--- config.mk ---
export PLATFORM = sky130hd
export DESIGN_NAME = vga_timing_gen_flat
export DESIGN_NICKNAME = d
export VERILOG_FILES = /design/src/rtl/vga_timing_if.sv /design/src/rtl/vga_timing_gen.sv /design/src/flat_wrapper.sv
export SDC_FILE = /design/constraint.sdc
export NUM_CORES = 1
export LEC_CHECK = 0
export BUFFER_PORTS_ARGS = -buffer_cell sky130_fd_sc_hd__buf_2
export CORE_MARGIN = 8
export CORE_UTILIZATION = 25
export DETAILED_ROUTE_END_ITERATION = 10
export PLACE_DENSITY = 0.5
export SLEW_MARGIN = 20
export SYNTH_ARGS = -nofsm -noshare
export SYNTH_HDL_FRONTEND = slang
export SYNTH_SLANG_ARGS = --single-unit
--- constraint.sdc ---
create_clock -name clk -period 2.3 [get_ports clk]
set_input_delay 0.345 -clock clk [delete_from_list [all_inputs] [get_ports clk]]
set_output_delay 0.345 -clock clk [all_outputs]
set_load 0.01 [all_outputs]
--- src/rtl/vga_timing_if.sv ---
// Output bundle of the VGA timing generator: raster counters, decoded
// sync/blanking, pixel strobe and frame bookkeeping.
interface vga_timing_if;
    logic [9:0]  hCount;
    logic [9:0]  vCount;
    logic        bright;
    logic        hSync;
    logic        vSync;
    logic        pix_en;
    logic        frame_tick;
    logic [15:0] frame_cnt;

    modport master (
        output hCount, vCount, bright, hSync, vSync,
        output pix_en, frame_tick, frame_cnt
    );

    modport slave (
        input hCount, vCount, bright, hSync, vSync,
        input pix_en, frame_tick, frame_cnt
    );
endinterface

--- src/rtl/vga_timing_gen.sv ---
// VGA raster timing generator. A small clock divider produces one pix_en
// strobe per pixel period; horizontal/vertical counters advance on that
// strobe. Sync and visible-window flags are decoded from the counters with
// zero latency, and a one-clk frame_tick marks each frame rollover.
module vga_timing_gen #(
    parameter int CLK_DIV     = 4,
    parameter int H_TOTAL     = 800,
    parameter int V_TOTAL     = 525,
    parameter int H_SYNC      = 96,
    parameter int V_SYNC      = 2,
    parameter int H_VIS_START = 144,
    parameter int H_VIS_END   = 783,
    parameter int V_VIS_START = 35,
    parameter int V_VIS_END   = 514
) (
    input  logic          clk,
    input  logic          rst,
    vga_timing_if.master  vga
);

    localparam logic [1:0] DIV_LAST    = 2'(CLK_DIV - 1);
    localparam logic [9:0] H_LAST      = 10'(H_TOTAL - 1);
    localparam logic [9:0] V_LAST      = 10'(V_TOTAL - 1);
    localparam logic [9:0] H_SYNC_C    = 10'(H_SYNC);
    localparam logic [9:0] V_SYNC_C    = 10'(V_SYNC);
    localparam logic [9:0] H_VIS_LO    = 10'(H_VIS_START);
    localparam logic [9:0] H_VIS_HI    = 10'(H_VIS_END);
    localparam logic [9:0] V_VIS_LO    = 10'(V_VIS_START);
    localparam logic [9:0] V_VIS_HI    = 10'(V_VIS_END);

    logic [1:0]  div_r;
    logic        pix_en_r;
    logic [9:0]  hcount_r;
    logic [9:0]  vcount_r;
    logic        frame_tick_r;
    logic [15:0] frame_cnt_r;

    logic        frame_wrap_s;
    logic        bright_s;
    logic        hsync_s;
    logic        vsync_s;

    // Clock divider: free-running modulo-CLK_DIV counter.
    always_ff @(posedge clk) begin
        if (!rst) begin
            div_r <= 2'd0;
        end else if (div_r == DIV_LAST) begin
            div_r <= 2'd0;
        end else begin
            div_r <= div_r + 2'd1;
        end
    end

    // Pixel strobe: registered so it lands in the cycle after the divider's last count.
    always_ff @(posedge clk) begin
        if (!rst) begin
            pix_en_r <= 1'b0;
        end else begin
            pix_en_r <= (div_r == DIV_LAST);
        end
    end

    // Raster counters: advance one pixel per strobe, line wrap bumps the line counter.
    always_ff @(posedge clk) begin
        if (!rst) begin
            hcount_r <= 10'd0;
            vcount_r <= 10'd0;
        end else if (pix_en_r) begin
            if (hcount_r == H_LAST) begin
                hcount_r <= 10'd0;
                if (vcount_r == V_LAST) begin
                    vcount_r <= 10'd0;
                end else begin
                    vcount_r <= vcount_r + 10'd1;
                end
            end else begin
                hcount_r <= hcount_r + 10'd1;
                vcount_r <= vcount_r;
            end
        end else begin
            hcount_r <= hcount_r;
            vcount_r <= vcount_r;
        end
    end

    // Frame rollover: the strobe edge that takes the raster from its last pixel back to (0,0).
    always_comb begin
        frame_wrap_s = 1'b0;
        if (pix_en_r && (hcount_r == H_LAST) && (vcount_r == V_LAST)) begin
            frame_wrap_s = 1'b1;
        end else begin
            frame_wrap_s = 1'b0;
        end
    end

    // Frame bookkeeping: one-clk tick and a free-wrapping frame counter on rollover.
    always_ff @(posedge clk) begin
        if (!rst) begin
            frame_tick_r <= 1'b0;
            frame_cnt_r  <= 16'd0;
        end else if (frame_wrap_s) begin
            frame_tick_r <= 1'b1;
            frame_cnt_r  <= frame_cnt_r + 16'd1;
        end else begin
            frame_tick_r <= 1'b0;
            frame_cnt_r  <= frame_cnt_r;
        end
    end

    // Zero-latency decodes of the raster position: visible window and active-low syncs.
    always_comb begin
        bright_s = 1'b0;
        hsync_s  = 1'b1;
        vsync_s  = 1'b1;
        if ((hcount_r >= H_VIS_LO) && (hcount_r <= H_VIS_HI) &&
            (vcount_r >= V_VIS_LO) && (vcount_r <= V_VIS_HI)) begin
            bright_s = 1'b1;
        end else begin
            bright_s = 1'b0;
        end
        if (hcount_r < H_SYNC_C) begin
            hsync_s = 1'b0;
        end else begin
            hsync_s = 1'b1;
        end
        if (vcount_r < V_SYNC_C) begin
            vsync_s = 1'b0;
        end else begin
            vsync_s = 1'b1;
        end
    end

    assign vga.hCount     = hcount_r;
    assign vga.vCount     = vcount_r;
    assign vga.bright     = bright_s;
    assign vga.hSync      = hsync_s;
    assign vga.vSync      = vsync_s;
    assign vga.pix_en     = pix_en_r;
    assign vga.frame_tick = frame_tick_r;
    assign vga.frame_cnt  = frame_cnt_r;

endmodule

--- src/flat_wrapper.sv ---
// flat-port wrapper written by rule: the top's interface ports become plain ports
module vga_timing_gen_flat 
#(
    parameter int CLK_DIV     = 4,
    parameter int H_TOTAL     = 800,
    parameter int V_TOTAL     = 525,
    parameter int H_SYNC      = 96,
    parameter int V_SYNC      = 2,
    parameter int H_VIS_START = 144,
    parameter int H_VIS_END   = 783,
    parameter int V_VIS_START = 35,
    parameter int V_VIS_END   = 514
)
  (clk, rst, vga_hCount, vga_vCount, vga_bright, vga_hSync, vga_vSync, vga_pix_en, vga_frame_tick, vga_frame_cnt);
  vga_timing_if vga_i ();
  input  logic clk;
  input  logic rst;
  output wire logic [$bits(vga_i.hCount)-1:0] vga_hCount;
  output wire logic [$bits(vga_i.vCount)-1:0] vga_vCount;
  output wire logic [$bits(vga_i.bright)-1:0] vga_bright;
  output wire logic [$bits(vga_i.hSync)-1:0] vga_hSync;
  output wire logic [$bits(vga_i.vSync)-1:0] vga_vSync;
  output wire logic [$bits(vga_i.pix_en)-1:0] vga_pix_en;
  output wire logic [$bits(vga_i.frame_tick)-1:0] vga_frame_tick;
  output wire logic [$bits(vga_i.frame_cnt)-1:0] vga_frame_cnt;
  assign vga_hCount = vga_i.hCount;
  assign vga_vCount = vga_i.vCount;
  assign vga_bright = vga_i.bright;
  assign vga_hSync = vga_i.hSync;
  assign vga_vSync = vga_i.vSync;
  assign vga_pix_en = vga_i.pix_en;
  assign vga_frame_tick = vga_i.frame_tick;
  assign vga_frame_cnt = vga_i.frame_cnt;
  vga_timing_gen #(.CLK_DIV(CLK_DIV), .H_TOTAL(H_TOTAL), .V_TOTAL(V_TOTAL), .H_SYNC(H_SYNC), .V_SYNC(V_SYNC), .H_VIS_START(H_VIS_START), .H_VIS_END(H_VIS_END), .V_VIS_START(V_VIS_START), .V_VIS_END(V_VIS_END)) u_core (.clk(clk), .rst(rst), .vga(vga_i));
endmodule
==> out/metrics.cfg <==
[route]
drc_errors=0
drtIter0Drc=135
wire_per_inst_um=15.0
finalWirelength_um=6030
dr.pass1.iters=4
vias=2075
ant_nets=0
vias_per_cell=5.17

[setup_path]
r2r_slack_ns=0.18
required_ns=2.52
startpoint_type=flip-flop
slowest_stage=or4_4
worst-path-buf-inv=0
cp_max_fo=24
end_kind=flip-flop
criticalPathCategory=flip-flop to flip-flop
crit_path_cell_trace=ha_1 > nand3_2 > or4_4 > or4_1 > a21oi_1
reg2reg_to=u_core.vga.frame_cnt[3]
cpLargestDelayFamily=simple AND/OR/NAND/NOR gates
r2r-start=u_core.vga.hCount[0]
r2r_cells=5
max_stage_delay_ns=0.66
crit_arrival_ns=2.34

[clock_network]
cts_root_buffer=clkbuf_8
cts_buffers=5
clk_pin_slew_ns=0.08
cts_hold_buf=0
cts_buffer_depth=2
clk_latency_ns=0.29
post-cts-setup-buffers=0
clock_sinks=40
htreeDepth=2
cts_tree=done
ctsResizeCount=0

[global_routing]
grt_pass1_wl_um=9650
top_usage_layer=met2
grt_max_degree=49
use_met2_pct=16.3
grt_overflow=0
grt_pass1_vias=1936
met3_usage_pct=2.38
antenna_found_initial=0
met1_usage_pct=13.3
grt_usage_pct=10.2

[run_status]
status=finished clean

[logic_synthesis]
synth_cell_type_count=34
synth_area_mm2=0.00202
yosys_warnings=0
syn-instance-count=241
ys_seq_area_share_pct=39.7
syn_area_per_cell_um2=8.37
ys_ff_latch=40
syn_nets=249

[pwr]
p_per_area_mw_per_mm2=530
vdd.ir_drop.worst_uv=281
p_leak_nw=1.00

[place]
placed_cell_area_mm2=0.00243
io_buffer_count=42
dp_cells=392
gp_congestion=0.719
dp_slack_ns=0.115
dp_hpwl_um=4150

[job]
drv_cap=0

[timing]
fin_crit_ns=2.12
fmax_mhz=472
finalSetupViolCount=0
worstMarginPinSlew_ns=0.379
hold_violations=0
drv_slew=0
fin_crit_sh_pct=92.2
slew_headroom_pct=74.6
holdWs_ns=0.397
fin_ws_ns=0.180
finalSetupTns_ns=0
skew_ns=0.00578
rsz0062_at_grt=no

[floorplan]
row_count=32
io-pin-count=43
core_area_mm2=0.00777
dieHeight_um=106
die-area_mm2=0.0112
dieWidth_um=106
start_util_pct=26.0

[layout]
final_common_cell=buf_2
final_cells=401
diodes=0
area_growth_pct=27.7
final_nets=306
fin_area_mm2=0.00257
final_cell_mix=buf_2, dfxtp_1, a21oi_1
fillers=841
drive_gt1_share_pct=23.7

[hold_path]
min_from=rst
holdPathEnd=u_core.vga.frame_cnt[4]
hold_class=input pin to flip-flop
min_path_cells=3

[metrics by stage]
step           power (W)  utilization, %
2_1_floorplan   0.000735               -
3_3_place_gp    0.000749            31.3
3_5_place_dp    0.000750            31.3
4_1_cts          0.00138            32.9
5_1_grt          0.00142            33.2
6_report         0.00136            33.2
[worst max-delay path by stage]
stage / to / from / cells after the start
5_1_grt: vga_bright / u_core.vga.vCount[6] / 5
3_5_place_dp: u_core.vga.frame_cnt[12] / u_core.vga.hCount[1] / 5
6_report: u_core.vga.frame_cnt[3] / u_core.vga.hCount[0] / 5
4_1_cts: u_core.vga.frame_cnt[12] / u_core.vga.hCount[1] / 5
2_1_floorplan: u_core.vga.frame_cnt[12] / u_core.vga.hCount[1] / 6
3_3_place_gp: u_core.vga.frame_cnt[12] / u_core.vga.hCount[0] / 5
[final cells by class]
| type | instances | area (um2) | area share, % |
|---|---|---|---|
| Inverter | 9 | 33.8 | 1.31 |
| Clock buffer | 7 | 96.3 | 3.74 |
| Clock inverter | 1 | 30.0 | 1.17 |
| Timing Repair Buffer | 58 | 330 | 12.8 |
| Tap cell | 102 | 128 | 4.96 |
| Sequential cell | 40 | 801 | 31.1 |
| Multi-Input combinational cell | 184 | 1160 | 44.9 |
[power breakdown]
| part | switching, W | internal (W) | leakage, nW |
|---|---|---|---|
| clock network | 0.000249 | 0.000383 | 0.0645 |
| logic | 0.0000207 | 0.0000119 | 0.614 |
| registers | 0.00000258 | 0.000698 | 0.323 |
[layer usage]
| layer | wire length [um] | share of wire (%) | vias to the layer above |
|---|---|---|---|
| met3 | 255 | 4.2 | 4 |
| met1 | 2940 | 49 | 991 |
| met5 | 0 | 0 | - |
| met4 | 56 | 0.93 | 0 |
| li1 | - | - | 1031 |
| met2 | 2780 | 46 | 49 |
[flip-flops by register name, indices dropped and copies added (netlist names)]
name,count
u_core.vga.hCount,10
u_core.div_r,2
u_core.vga.vCount,10
u_core.vga.pix_en,1
u_core.vga.frame_tick,1
u_core.vga.frame_cnt,16
[cell families after synthesis]
| kind of cell | share of synthesized area, % |
|---|---|
| fa+ha+maj | 3.72 |
| mux | 0.993 |
| buf+inv | 3.78 |
| simple gates | 31.6 |
| xor+xnor | 3.47 |
| flops | 39.7 |
| compound gates | 16.7 |
[worst min-delay path, stage by stage]
cell     delay [ns]
buf_2          0.16
nand2_1        0.08
mux2i_1        0.06
[cell usage after synthesis, drive strengths merged]
| cell type | count | area share [%] |
|---|---|---|
| nor3 | 6 | 1.5 |
| nor3b | 1 | 0.37 |
| nand2 | 18 | 3.3 |
| o21ai | 9 | 2.2 |
| xor2 | 4 | 1.7 |
| or2 | 3 | 0.93 |
| nor2 | 13 | 2.4 |
| a21oi | 26 | 6.5 |
| or3 | 7 | 2.2 |
| inv | 9 | 1.7 |
| dfxtp | 40 | 40 |
| clkbuf | 7 | 1.3 |
| and3 | 5 | 1.6 |
| mux2i | 2 | 0.99 |
| ha | 6 | 3.7 |
| o31ai | 16 | 6.0 |
| buf | 2 | 0.81 |
| o41ai | 1 | 0.43 |
| and2 | 1 | 0.31 |
| nor4bb | 3 | 1.5 |
| nor4 | 3 | 0.93 |
| nand2b | 4 | 1.2 |
| and4 | 3 | 1.3 |
| o311ai | 3 | 1.3 |
| or4 | 16 | 6.1 |
| xnor2 | 4 | 1.7 |
| nand4 | 13 | 4.0 |
| a211oi | 1 | 0.37 |
| nand3b | 1 | 0.37 |
| nand3 | 14 | 3.5 |
Note: power is estimated with default switching activity, not from simulation.
